$ cat config.mk
export PLATFORM = sky130hd
export DESIGN_NAME = seq_responder_flat
export DESIGN_NICKNAME = d
export VERILOG_FILES = /design/src/rtl/seq_responder_pkg.sv /design/src/rtl/seq_responder_if.sv /design/src/rtl/seq_responder_detector.sv /design/src/rtl/seq_responder.sv /design/src/flat_wrapper.sv
export SDC_FILE = /design/constraint.sdc
export NUM_CORES = 1
export LEC_CHECK = 0
export BUFFER_PORTS_ARGS = -buffer_cell sky130_fd_sc_hd__buf_2
export CAP_MARGIN = 0
export CORE_MARGIN = 2
export CORE_UTILIZATION = 50
export DETAILED_ROUTE_END_ITERATION = 16
export PLACE_DENSITY = 0.75
export SLEW_MARGIN = 20
export SYNTH_ARGS = -nofsm -noshare
export SYNTH_HDL_FRONTEND = slang
export SYNTH_SLANG_ARGS = --single-unit
export TNS_END_PERCENT = 100
$ cat constraint.sdc
create_clock -name CLK -period 2.21 [get_ports CLK]
set_input_delay 0.221 -clock CLK [delete_from_list [all_inputs] [get_ports CLK]]
set_output_delay 0.221 -clock CLK [all_outputs]
set_load 0.02 [all_outputs]
$ cat src/rtl/seq_responder_pkg.sv
// Shared types and width helpers for the C / B..B / A sequence responder.
package seq_responder_pkg;

  // Recogniser and response states. The detectors use IDLE/GOT_C/GOT_B,
  // the response FSM in the top level uses IDLE/RESP_J/RESP_K.
  typedef enum logic [2:0] {
    IDLE   = 3'd0,
    GOT_C  = 3'd1,
    GOT_B  = 3'd2,
    RESP_J = 3'd3,
    RESP_K = 3'd4
  } seq_state_e;

  // Default parameter values and the counter widths they imply.
  localparam int DEF_MIN_B = 1;
  localparam int DEF_MAX_B = 3;
  localparam int DEF_J_LEN = 4;
  localparam int DEF_CNT_W = 8;
  localparam int B_CW      = $clog2(DEF_MAX_B + 1);
  localparam int J_CW      = $clog2(DEF_J_LEN + 1);

  // Bits needed to hold values 0..max_val (at least one bit).
  function automatic int cnt_width(input int max_val);
    return (max_val < 1) ? 1 : $clog2(max_val + 1);
  endfunction

endpackage

$ cat src/rtl/seq_responder_if.sv
// Command / response bundle between the command driver, the responder and
// the J/K checks.
interface seq_responder_if #(
  parameter int CNT_W = 8
);
  logic             A;
  logic             B;
  logic             C;
  logic             X;
  logic             J;
  logic             K;
  logic             busy;
  logic             drop;
  logic             abort;
  logic [CNT_W-1:0] done_cnt;

  modport master (
    output A, B, C, X,
    input  J, K, busy, drop, abort, done_cnt
  );

  modport slave (
    input  A, B, C, X,
    output J, K, busy, drop, abort, done_cnt
  );
endinterface

$ cat src/rtl/seq_responder_detector.sv
// Recogniser for C, then MIN_B..MAX_B consecutive B, then A.
// o_match is a combinational flag for the cycle whose A completes the
// sequence; the recogniser returns to IDLE on that same edge.
module seq_detector
  import seq_responder_pkg::*;
#(
  parameter int MIN_B = 1,
  parameter int MAX_B = 3
) (
  input  logic CLK,
  input  logic RST,
  input  logic i_clr,
  input  logic i_a,
  input  logic i_b,
  input  logic i_c,
  output logic o_match,
  output logic o_active
);

  localparam int B_W = cnt_width(MAX_B);

  seq_state_e       r_state;
  seq_state_e       w_state_next;
  logic [B_W-1:0]   r_b_cnt;
  logic [B_W-1:0]   w_b_cnt_next;

  // State and B-run counter register.
  always_ff @(posedge CLK) begin
    if (RST) begin
      r_state <= IDLE;
      r_b_cnt <= '0;
    end else begin
      r_state <= w_state_next;
      r_b_cnt <= w_b_cnt_next;
    end
  end

  // Next-state: A beats B beats C; a B run longer than MAX_B is a non-match.
  // The match flag is not gated by i_clr so a clear can coincide with the
  // final observation of a sequence.
  always_comb begin
    w_state_next = r_state;
    w_b_cnt_next = r_b_cnt;
    o_match      = 1'b0;
    case (r_state)
      IDLE: begin
        if (i_c) begin
          w_state_next = GOT_C;
        end
      end
      GOT_C: begin
        if (i_b) begin
          w_state_next = GOT_B;
          w_b_cnt_next = B_W'(1);
        end else if (i_c) begin
          w_state_next = GOT_C;
        end else begin
          w_state_next = IDLE;
        end
      end
      GOT_B: begin
        if (i_a && (r_b_cnt >= B_W'(MIN_B))) begin
          o_match      = 1'b1;
          w_state_next = IDLE;
          w_b_cnt_next = '0;
        end else if (i_b && (r_b_cnt < B_W'(MAX_B))) begin
          w_b_cnt_next = r_b_cnt + B_W'(1);
        end else if (i_c) begin
          w_state_next = GOT_C;
          w_b_cnt_next = '0;
        end else begin
          w_state_next = IDLE;
          w_b_cnt_next = '0;
        end
      end
      default: begin
        w_state_next = IDLE;
        w_b_cnt_next = '0;
      end
    endcase
    if (i_clr) begin
      w_state_next = IDLE;
      w_b_cnt_next = '0;
    end
  end

  assign o_active = (r_state != IDLE);

endmodule

$ cat src/rtl/seq_responder.sv
// Sequence responder: on C, B{MIN_B..MAX_B}, A drives J for J_LEN cycles,
// then K for one cycle, and counts completed responses. A shadow recogniser
// watches the inputs during a response and flags ignored triggers on drop.
module seq_responder
  import seq_responder_pkg::*;
#(
  parameter int MIN_B = DEF_MIN_B,
  parameter int MAX_B = DEF_MAX_B,
  parameter int J_LEN = DEF_J_LEN,
  parameter int CNT_W = DEF_CNT_W
) (
  input  logic           CLK,
  input  logic           RST,
  seq_responder_if.slave bus
);

  localparam int J_W = cnt_width(J_LEN);

  seq_state_e       r_state;
  seq_state_e       w_state_next;
  logic [J_W-1:0]   r_j_cnt;
  logic [J_W-1:0]   w_j_cnt_next;
  logic [CNT_W-1:0] r_done_cnt;
  logic [CNT_W-1:0] w_done_cnt_next;
  logic             w_drop_next;
  logic             w_abort_next;
  logic             r_j;
  logic             r_k;
  logic             r_busy;
  logic             r_drop;
  logic             r_abort;

  logic             w_resp;
  logic             w_main_clr;
  logic             w_shadow_clr;
  logic             w_main_match;
  logic             w_main_active;
  logic             w_shadow_match;
  logic             w_shadow_active;

  assign w_resp = (r_state == RESP_J) || (r_state == RESP_K);

  // Main recogniser is frozen in IDLE while a response runs; the shadow one
  // only runs during a response and is flushed on the RESP_K edge so it
  // never carries into the next idle period.
  assign w_main_clr   = bus.X | w_resp;
  assign w_shadow_clr = bus.X | ~w_resp | (r_state == RESP_K);

  seq_detector #(
    .MIN_B (MIN_B),
    .MAX_B (MAX_B)
  ) u_main_det (
    .CLK      (CLK),
    .RST      (RST),
    .i_clr    (w_main_clr),
    .i_a      (bus.A),
    .i_b      (bus.B),
    .i_c      (bus.C),
    .o_match  (w_main_match),
    .o_active (w_main_active)
  );

  seq_detector #(
    .MIN_B (MIN_B),
    .MAX_B (MAX_B)
  ) u_shadow_det (
    .CLK      (CLK),
    .RST      (RST),
    .i_clr    (w_shadow_clr),
    .i_a      (bus.A),
    .i_b      (bus.B),
    .i_c      (bus.C),
    .o_match  (w_shadow_match),
    .o_active (w_shadow_active)
  );

  // Response FSM, pulse and counter registers; outputs follow the next state
  // so J rises on the edge that samples the terminating A.
  always_ff @(posedge CLK) begin
    if (RST) begin
      r_state    <= IDLE;
      r_j_cnt    <= '0;
      r_done_cnt <= '0;
      r_j        <= 1'b0;
      r_k        <= 1'b0;
      r_busy     <= 1'b0;
      r_drop     <= 1'b0;
      r_abort    <= 1'b0;
    end else begin
      r_state    <= w_state_next;
      r_j_cnt    <= w_j_cnt_next;
      r_done_cnt <= w_done_cnt_next;
      r_j        <= (w_state_next == RESP_J);
      r_k        <= (w_state_next == RESP_K);
      r_busy     <= (w_state_next == RESP_J) || (w_state_next == RESP_K);
      r_drop     <= w_drop_next;
      r_abort    <= w_abort_next;
    end
  end

  // Next-state and pulse decode: X overrides everything; triggers seen
  // during a response are reported on drop and otherwise ignored.
  always_comb begin
    w_state_next    = r_state;
    w_j_cnt_next    = r_j_cnt;
    w_done_cnt_next = r_done_cnt;
    w_drop_next     = 1'b0;
    w_abort_next    = 1'b0;
    if (bus.X) begin
      w_state_next = IDLE;
      w_j_cnt_next = '0;
      w_abort_next = w_resp | w_main_active | w_shadow_active;
    end else begin
      case (r_state)
        RESP_J: begin
          w_drop_next = w_shadow_match;
          if (r_j_cnt == J_W'(J_LEN)) begin
            w_state_next = RESP_K;
            w_j_cnt_next = '0;
          end else begin
            w_j_cnt_next = r_j_cnt + J_W'(1);
          end
        end
        RESP_K: begin
          w_drop_next     = w_shadow_match;
          w_state_next    = IDLE;
          w_done_cnt_next = r_done_cnt + CNT_W'(1);
        end
        default: begin
          if (w_main_match) begin
            w_state_next = RESP_J;
            w_j_cnt_next = J_W'(1);
          end else begin
            w_state_next = IDLE;
          end
        end
      endcase
    end
  end

  assign bus.J        = r_j;
  assign bus.K        = r_k;
  assign bus.busy     = r_busy;
  assign bus.drop     = r_drop;
  assign bus.abort    = r_abort;
  assign bus.done_cnt = r_done_cnt;

endmodule

$ cat src/flat_wrapper.sv
// flat-port wrapper written by rule: the top's interface ports become plain ports
module seq_responder_flat import seq_responder_pkg::*;
#(
  parameter int MIN_B = DEF_MIN_B,
  parameter int MAX_B = DEF_MAX_B,
  parameter int J_LEN = DEF_J_LEN,
  parameter int CNT_W = DEF_CNT_W
)
  (CLK, RST, bus_A, bus_B, bus_C, bus_X, bus_J, bus_K, bus_busy, bus_drop, bus_abort, bus_done_cnt);
  seq_responder_if #(.CNT_W(CNT_W)) bus_i ();
  input  logic CLK;
  input  logic RST;
  input wire logic [$bits(bus_i.A)-1:0] bus_A;
  input wire logic [$bits(bus_i.B)-1:0] bus_B;
  input wire logic [$bits(bus_i.C)-1:0] bus_C;
  input wire logic [$bits(bus_i.X)-1:0] bus_X;
  output wire logic [$bits(bus_i.J)-1:0] bus_J;
  output wire logic [$bits(bus_i.K)-1:0] bus_K;
  output wire logic [$bits(bus_i.busy)-1:0] bus_busy;
  output wire logic [$bits(bus_i.drop)-1:0] bus_drop;
  output wire logic [$bits(bus_i.abort)-1:0] bus_abort;
  output wire logic [$bits(bus_i.done_cnt)-1:0] bus_done_cnt;
  assign bus_i.A = bus_A;
  assign bus_i.B = bus_B;
  assign bus_i.C = bus_C;
  assign bus_i.X = bus_X;
  assign bus_J = bus_i.J;
  assign bus_K = bus_i.K;
  assign bus_busy = bus_i.busy;
  assign bus_drop = bus_i.drop;
  assign bus_abort = bus_i.abort;
  assign bus_done_cnt = bus_i.done_cnt;
  seq_responder #(.MIN_B(MIN_B), .MAX_B(MAX_B), .J_LEN(J_LEN), .CNT_W(CNT_W)) u_core (.CLK(CLK), .RST(RST), .bus(bus_i));
endmodule
Word-level counts from Yosys, hierarchy flattened
Index checks and enable logic that the tools add are counted.
{ "classes": {"addsub": 4, "mul": 0, "n_div": 0, "order_cmp": 4, "n_eq_ne": 15, "shift": 0, "mux": 26, "n_bitwise": 12, "reduce_logical": 23} }
{ "ops": {"columns": ["op", "count"], "rows": [
  ["$mux 3", 10],
  ["$pmux 3 s3", 2],
  ["$eq 3x2->1 const B", 4],
  ["$mux 2", 6],
  ["$pmux 2 s3", 2],
  ["$pmux 3 s2", 2],
  ["$reduce_and 2->1", 6],
  ["$reduce_or 2->1", 5],
  ["$eq 3x3->1 const B", 3],
  ["$add 8x1->8 const B", 1],
  ["$ne 2x2->1 const B", 4],
  ["$not 1->1", 7],
  ["$eq 3x1->1 const B", 2],
  ["$logic_not 3->1", 2],
  ["$ne 3x3->1 const B", 2],
  ["$reduce_bool 3->1", 2],
  ["$or 1x1->1", 5],
  ["$add 2x1->2 const B", 2],
  ["$ge 2x1->1 const B", 2],
  ["$logic_and 1x1->1", 4],
  ["$lt 2x2->1 const B", 2],
  ["$mux 1", 4],
  ["$reduce_or 4->1", 1],
  ["$add 3x1->3 const B", 1],
  ["2 further kinds", 3]
]} }
{ "word_totals": {"ff_bits": 29, "latch_bits": 0, "ramBits": 0, "mem_bits_ro": 0, "in_bits": 6, "out_inout_bits": 13, "wordCells": 96, "mem_count": 0} }

Logic depth before layout (Yosys ltp)
Gate-level depths: netlist (run 1).
{ "depth": {"word_depth": 9, "mapped_depth": 6, "mapped_depth_nobuf": 6} }

By module
A second synthesis (run 1) with hierarchy kept.
{ "unflattened": {"cells_unflattened": 166, "hier_area_um2": 1534.0} }
{ "by_module_without_submodules": {"columns": ["module", "n_inst", "cells_per_inst", "area_each_um2"], "rows": [
  ["seq_responder", 1, 92, 830.8],
  ["seq_detector", 2, 37, 351.6]
]} }

Worst setup path after synthesis (run 1)
OpenSTA, ideal clock, no wires.
{ "synth_timing": {"path_kind": "reg2reg", "startpoint": "register u_core.u_shadow_det.r_b_cnt[0]", "endpoint": "register u_core.u_shadow_det.r_state[1]", "setup_ns": 0.070, "arrival_ns": 1.559, "t_required_ns": 2.140, "setup_slack_ns": 0.581, "path_stages_with_launch": 7, "n_path_buf": 0, "period_less_slack_ns": 1.629, "path_cell_list": "dfxtp_1 > inv_1 > ha_1 > nand2b_1 > and4b_1 > or4_1 > a21oi_1"} }
{ "synth_via": {"elab_chain_cells": 4, "elab_cells_between_ends": 8, "cone_classes": "2 x order compare; 1 x eq/ne; 2 x mux; 3 x reduce/logical"} }
{ "synth_rtl": {"columns": ["item", "line", "text"], "rows": [
  ["start: declaration", "seq_responder_detector.sv:24", "logic [B_W-1:0] r_b_cnt;"],
  ["start signal: assignment", "seq_responder_detector.sv:34", "r_b_cnt <= w_b_cnt_next;"],
  ["$ge 2x1->1 or $lt 2x2->1 (tied branches)", "seq_responder_detector.sv:62, seq_responder_detector.sv:66", null],
  ["$logic_and 1x1->1, on equally long branches", "seq_responder_detector.sv:62, seq_responder_detector.sv:66", null],
  ["$mux 3 or $ne 3x3->1 (tied branches)", null, null],
  ["$pmux 3 s3 or $reduce_and 2->1 (tied branches)", null, null],
  ["end signal: assignment", "seq_responder_detector.sv:33", "r_state <= w_state_next;"],
  ["end: declaration", "seq_responder_detector.sv:22", "seq_state_e r_state;"]
]} }
Several ways; a longest one is shown, not always the timed one.
A chain may end at the register's enable or synchronous reset.

Worst setup path in the final report (run 1)
Ends and elaborated chain as after synthesis.

==> impl_metrics.yaml, run 1 <==
job:
  max_cap_viol_count: 0
clocking:
  clock_tree.root_cell: "sky130_fd_sc_hd__clkbuf_4"
  numClockSinks: 27
  cts_repair_resize_count: 0
  clock_tree.htree_level_count: 1
  hold_buffers_post_cts: 0
  clk_pin_slew_ns: 0.14
  postCtsSetupBuffers: 0
  cts_max_path_buffers: 2
  numCtsBuffers: 3
  worst_skew_pair.late_latency_ns: 0.34
  cts_tree: "done"
critical_path:
  cp_cell_sequence: "inv_1 > ha_1 > nand2b_1 > and4b_1 > or4_1 > a21oi_1"
  setup.worst_path.start_class: "flop"
  critical-path-top-delay-family: "simple AND/OR/NAND/NOR gates"
  critPathMaxFanout: 6
  cp.arrival_ns: 2.09
  r2r_start: "u_core.u_shadow_det.r_b_cnt[0]$_SDFFE_PP0P_"
  critical_path.reg2reg.endpoint: "u_core.u_shadow_det.r_state[1]$_SDFFE_PP0P_"
  timing.critical_path.slowest_stage_cell: "sky130_fd_sc_hd__or4_1"
  critical-path-max-stage-delay_ns: 0.51
  r2r_cells: 6
  worst-endpoint-required_ns: 2.47
  critical_path.n_buffers_inverters: 1
  cp-end-kind: "flop"
  r2r_slack_ns: 0.38
  path_class: "reg2reg"
detailed_routing:
  wl_per_cell_um: 12.8
  first_iter_violations: 48
  first_pass_iters: 4
  routed_wl_um: 2560
  ant_nets: 0
  remaining_drc_errors: 0
  viasPerCell: 5.51
  routed-via-count: 1102
finish:
  area_delta_synth_final_pct: 10.9
  mostFrequentLayoutCell: "sky130_fd_sc_hd__dfxtp_1"
  n_antenna_cell: 0
  layout_common_cells: "sky130_fd_sc_hd__dfxtp_1, sky130_fd_sc_hd__buf_2, sky130_fd_sc_hd__ha_1"
  layout.core_utilization_pct: 56.9
  layout.nets: 191
  post_route_cells_drive_above_1_share_pct: 14.2
yosys:
  synthMuxAreaShare_pct: 0.726
  mappedNetlistArea_um2: 1380
  xor_and_xnor_fraction_of_the_mapped_netlist_area_pct: 3.81
  ys.warnings.count: 0
  synth_sequential_area_ratio_pct: 39.2
  synth-seq-cells: 27
  synth-simple-area-share_pct: 24.6
  synth.distinct_cells: 34
  synth_fa_ha_area_share_pct: 13.6
  syn_inst: 149
  postSynthNetCount: 170
  post_synthesis_average_cell_area_um2: 9.25
  synth-compound-area-share_pct: 13.9
  synth_top_family_by_area: "simple AND/OR/NAND/NOR gates"
pwr:
  leakage_power_figure_nw: 0.651
  total_switching_power_uw: 173
  power_frac_clock_pct: 29.9
  pwr-share-comb_pct: 4.2
  power_density_nw_per_um2: 485
  power.ir.vdd_worst_uv: 326
  internal_power_uw: 569
  power.share.switching_pct: 23.3
  share_seq_of_total_power_pct: 66.0
global_routing:
  first_global_vias: 1009
  gr-total-overflow: 0
  largest_net_degree_at_the_start_of_global_routing: 17
  antenna_violations_before_repair: 0
  first_pass_grt_wire_length_um: 4370
  grt.total_usage_pct: 16.9
timing:
  final_setup_violation_count: 0
  worstMarginPinSlew_ns: 0.488
  timing.final.max_slew_violations: 0
  headroom_to_the_max_slew_limit_pct: 67.4
  maxClockFrequency_ghz: 0.548
  period_minus_slack_ns: 1.83
  totalNegativeSetupSlack_ns: 0
  rsz0062_at_grt: "no"
  timing.final.hold_violations: 0
  layout_worst_path_cycle_share_pct: 82.6
  finClkSkew_ns: 0.0136
die:
  core_area_um2: 2690
  die_height_um: 56.5
  fp.dieArea_um2: 3190
  core.rowCount: 19
  initial_utilization_pct: 51.3
  ioPinCount: 19
  chipWidth_um: 56.5
hold_path:
  hold_path_class: "in2reg"
  hold_depth: 3
  min_delay_worst_endpoint: "u_core.bus.abort$_SDFF_PP0_"
  min_from: "bus_X"
place:
  dp.final_hpwl_um: 1950
  placement.io_buffers: 18
  finalWeightedCongestion: 0.867
status:
  status: "complete, no violations"
## per-layer routing
layer,track usage [%],part of all wire (%),vias to the layer above
met5,0,0,-
met3,3.23,2.7,5
met2,27.7,49,16
li1,-,-,562
met1,21.4,47,519
met4,7.14,1.8,0
## kinds of logic (layout without fill, tap and decap cells)
kind of cell,count (synthesis),in the layout
AND/OR/NAND/NOR,55,55
AO/OA/AOI/OAI,30,30
flip-flops,27,27
adder cells (fa/ha/maj),15,15
buffers and inverters,15,35
XOR/XNOR,6,6
multiplexers,1,1
## cell usage after synthesis
cell type                  count  area (µm²)
sky130_fd_sc_hd__nand2b_1      7        43.8
sky130_fd_sc_hd__clkbuf_1      1        3.75
sky130_fd_sc_hd__nand2_1      10        37.5
sky130_fd_sc_hd__mux2i_1       1        10.0
sky130_fd_sc_hd__a21boi_0      4        30.0
sky130_fd_sc_hd__nand3b_1      2        15.0
sky130_fd_sc_hd__a32o_1        1        10.0
sky130_fd_sc_hd__nor2_1        8        30.0
sky130_fd_sc_hd__nand4_1       4        25.0
sky130_fd_sc_hd__a31oi_1       2        12.5
sky130_fd_sc_hd__o21ai_0       7        35.0
sky130_fd_sc_hd__xnor2_1       1        8.76
sky130_fd_sc_hd__and3_1        4        25.0
sky130_fd_sc_hd__a211oi_1      1        7.51
sky130_fd_sc_hd__nand3_1       4        20.0
sky130_fd_sc_hd__xor2_1        5        43.8
sky130_fd_sc_hd__a311oi_1      1        8.76
sky130_fd_sc_hd__a2111o_1      2        22.5
sky130_fd_sc_hd__buf_2         1        5.00
sky130_fd_sc_hd__nor2b_1       2        12.5
sky130_fd_sc_hd__a21oi_1      10        50.1
sky130_fd_sc_hd__dfxtp_1      27         541
sky130_fd_sc_hd__or4_1         2        15.0
sky130_fd_sc_hd__and4b_1       3        30.0
sky130_fd_sc_hd__nor3_1        3        15.0
sky130_fd_sc_hd__ha_1         15         188
sky130_fd_sc_hd__nor4bb_1      1        10.0
sky130_fd_sc_hd__or3_1         1        6.26
sky130_fd_sc_hd__and3b_1       2        17.5
sky130_fd_sc_hd__a21o_1        1        7.51
sky130_fd_sc_hd__nand4_2       1        12.5
sky130_fd_sc_hd__inv_1        13        48.8
sky130_fd_sc_hd__nor4b_4       1        23.8
sky130_fd_sc_hd__o21a_1        1        7.51
## power by group through the flow
stage	clock network [mW]	logic (mW)	registers, mW
2_1_floorplan	0	0.0168	0.500
3_3_place_gp	0	0.0301	0.500
3_5_place_dp	0	0.0303	0.500
4_1_cts	0.226	0.0306	0.490
5_1_grt	0.245	0.0343	0.490
6_report	0.221	0.0308	0.489
## sequential cells by signal (all words and copies together) (netlist names)
| register | count |
|---|---|
| u_core.bus.busy | 1 |
| u_core.r_j_cnt | 3 |
| u_core.u_shadow_det.r_state | 2 |
| u_core.u_main_det.r_state | 2 |
| u_core.u_main_det.r_b_cnt | 2 |
| u_core.bus.abort | 1 |
| u_core.bus.K | 1 |
| u_core.bus.drop | 1 |
| u_core.u_shadow_det.r_b_cnt | 2 |
| u_core.r_state | 3 |
| u_core.bus.J | 1 |
| u_core.bus.done_cnt | 8 |
## worst max path at each step
stage | startpoint | end | slack [ns] | cells past startpoint
finish | u_core.u_shadow_det.r_b_cnt[0]$_SDFFE_PP0P_ | u_core.u_shadow_det.r_state[1]$_SDFFE_PP0P_ | 0.38 | 6
global route | u_core.u_main_det.r_state[0]$_SDFFE_PP0P_ | u_core.r_state[1]$_SDFF_PP0_ | 0.18 | 6
CTS | u_core.u_shadow_det.r_b_cnt[0]$_SDFFE_PP0P_ | u_core.u_shadow_det.r_state[1]$_SDFFE_PP0P_ | 0.38 | 6
detailed placement | u_core.u_shadow_det.r_b_cnt[0]$_SDFFE_PP0P_ | u_core.u_shadow_det.r_state[1]$_SDFFE_PP0P_ | 0.41 | 6
global placement | u_core.u_shadow_det.r_b_cnt[0]$_SDFFE_PP0P_ | u_core.u_shadow_det.r_state[1]$_SDFFE_PP0P_ | 0.50 | 6
floorplan | u_core.u_shadow_det.r_b_cnt[0]$_SDFFE_PP0P_ | u_core.u_shadow_det.r_state[1]$_SDFFE_PP0P_ | 0.58 | 6
## tightest hold or removal path: stages
cell                       delay [ns]
sky130_fd_sc_hd__buf_2           0.14
sky130_fd_sc_hd__inv_1           0.06
sky130_fd_sc_hd__a311oi_1        0.04
## layout make-up
type | instances | area, µm²
repair buffers | 18 | 90.1
inverters | 13 | 48.8
flip-flops and latches | 27 | 541
multi-input cells | 107 | 781
clock inverters | 1 | 7.51
fillers | 250 | 1160
well taps | 31 | 38.8
clock buffers | 3 | 22.5
## stage by stage
step	power, mW	std cells	hold WS (ns)	worst slack, ns	instance area, µm²
floorplan	0.517	149	0.322	0.581	1380
global placement	0.530	196	0.463	0.501	1500
detailed placement	0.530	196	0.480	0.409	1500
CTS	0.746	200	0.163	0.384	1530
global route	0.769	200	0.158	0.184	1530
finish	0.742	200	0.167	0.385	1530
No activity file was read; power rests on OpenSTA's default activity.
==> inputs of run 2 (changes only) <==
clock period = 1.85 ns   (was 2.21 ns; I/O delays follow)
==> run 2 against run 1 <==
  * Worst setup slack got worse by 0.29 ns
  * Die area did not move
  * Register-to-register slack got worse by 0.29 ns
  * Cell count rose by 1.5%
  * Via count rose by 0.64%
  * Utilization rose by 0.93 points
  * Fmax rose by 4.0%
  * Largest power group unchanged
==> impl_metrics.yaml, run 2 (synthesis gave the netlist of run 1 again) <==
status:
  status: "complete, no violations"
die:
  initial_utilization_pct: 51.3
  core_area_um2: 2690
  ioPinCount: 19
  die_height_um: 56.5
  fp.dieArea_um2: 3190
  chipWidth_um: 56.5
  core.rowCount: 19
global_routing:
  first_global_vias: 1032
  antenna_violations_before_repair: 0
  largest_net_degree_at_the_start_of_global_routing: 17
  first_pass_grt_wire_length_um: 4330
  grt.total_usage_pct: 16.5
  gr-total-overflow: 0
timing:
  maxClockFrequency_ghz: 0.570
  final_setup_violation_count: 0
  finalWorstSetupSlack_ns: 0.0954
  period_minus_slack_ns: 1.75
  final_layout_worst_hold_slack_ns: 0.119
  timing.final.hold_violations: 0
  rsz0062_at_grt: "no"
  finClkSkew_ns: 0.00677
  timing.final.max_slew_violations: 0
  worstMarginPinSlew_ns: 0.373
  totalNegativeSetupSlack_ns: 0
  layout_worst_path_cycle_share_pct: 94.8
  headroom_to_the_max_slew_limit_pct: 75.1
place:
  numPlacedInstances: 199
  dp.final_hpwl_um: 1970
  finalWeightedCongestion: 0.844
  postPlaceCellArea_um2: 1520
  dpl_worst_slack_ns: 0.104
  placement.io_buffers: 18
pwr:
  power_frac_clock_pct: 29.5
  pwr-share-comb_pct: 4.2
  p_total_uw: 883
  power.share.switching_pct: 23.1
  power.ir.vdd_worst_uv: 406
  internal_power_uw: 679
  power_density_nw_per_um2: 568
  share_seq_of_total_power_pct: 66.3
  leakage_power_figure_nw: 0.667
  total_switching_power_uw: 204
critical_path:
  worst-endpoint-required_ns: 2.12
  critical_path.n_buffers_inverters: 1
  cp.arrival_ns: 2.02
  timing.critical_path.slowest_stage_cell: "sky130_fd_sc_hd__or4_1"
  critPathMaxFanout: 6
  path_class: "reg2reg"
  cp_cell_sequence: "inv_1 > ha_1 > nand2b_1 > and4b_1 > or4_1 > a21oi_1"
  critical-path-top-delay-family: "simple AND/OR/NAND/NOR gates"
  critical-path-max-stage-delay_ns: 0.51
  cp-end-kind: "flop"
  setup.worst_path.start_class: "flop"
finish:
  instances_no_fill: 203
  layout.nets: 194
  fin_area_um2: 1550
  largest_register_ffs: 8
  area_delta_synth_final_pct: 12.7
  layout.core_utilization_pct: 57.8
  n_antenna_cell: 0
  mostFrequentLayoutCell: "sky130_fd_sc_hd__dfxtp_1"
  layout_common_cells: "sky130_fd_sc_hd__dfxtp_1, sky130_fd_sc_hd__buf_2, sky130_fd_sc_hd__ha_1"
  post_route_cells_drive_above_1_share_pct: 16.9
clocking:
  clock_tree.htree_level_count: 1
  clk_pin_slew_ns: 0.15
  numCtsBuffers: 3
  cts_max_path_buffers: 2
  hold_buffers_post_cts: 0
  cts_tree: "done"
  worst_skew_pair.late_latency_ns: 0.32
  numClockSinks: 27
  clock_tree.root_cell: "sky130_fd_sc_hd__clkbuf_4"
  postCtsSetupBuffers: 0
  cts_repair_resize_count: 0
job:
  max_cap_viol_count: 0
detailed_routing:
  viasPerCell: 5.46
  first_pass_iters: 4
  wl_per_cell_um: 12.5
  routed_wl_um: 2550
  first_iter_violations: 35
  remaining_drc_errors: 0
  routed-via-count: 1109
  ant_nets: 0
hold_path:
  hold_path_class: "in2reg"
run 2: power groups by stage:
| stage | Sequential, mW | Clock [mW] | Combinational, mW |
|---|---|---|---|
| 6_report | 0.585 | 0.261 | 0.0371 |
| 5_1_grt | 0.585 | 0.294 | 0.0411 |
| 4_1_cts | 0.585 | 0.271 | 0.0370 |
| 3_5_place_dp | 0.597 | 0 | 0.0369 |
| 3_3_place_gp | 0.597 | 0 | 0.0361 |
| 2_1_floorplan | 0.598 | 0 | 0.0200 |
run 2: metal layers:
layer | wire, µm | up-vias | track usage [%]
met3 | 62 | 2 | 3.00
met4 | 10 | 0 | 4.08
met1 | 1270 | 524 | 21.5
li1 | - | 570 | -
met5 | 0 | - | 0
met2 | 1200 | 13 | 28.2
run 2: final cells by class:
cell class / instances / area, µm²
Clock buffer: 3 / 22.5
Clock inverter: 1 / 7.51
Fill cell: 235 / 1130
Inverter: 13 / 48.8
Multi-Input combinational cell: 107 / 781
Sequential cell: 27 / 543
Tap cell: 31 / 38.8
Timing Repair Buffer: 21 / 113
run 2: worst paths after layout:
kind,from,endpoint,slack [ns],cells after the start
worst max register to register,u_core.u_shadow_det.r_b_cnt[0]$_SDFFE_PP0P_,u_core.u_shadow_det.r_state[1]$_SDFFE_PP0P_,0.1,6
worst min register to register,u_core.u_shadow_det.r_b_cnt[1]$_SDFFE_PP0P_,u_core.u_shadow_det.r_b_cnt[1]$_SDFFE_PP0P_,0.50,2
worst min-delay path,bus_X,u_core.bus.abort$_SDFF_PP0_,0.12,3
worst max-delay path,u_core.u_shadow_det.r_b_cnt[0]$_SDFFE_PP0P_,u_core.u_shadow_det.r_state[1]$_SDFFE_PP0P_,0.1,6
run 2: worst reg2reg max path: cells and delay by family, from the launching register on:
family | cells | cell delay, ns
compound gates | 1 | 0.15
fa+ha+maj | 1 | 0.18
buf+inv | 1 | 0.06
flops | 1 | 0.37
simple gates | 3 | 0.94
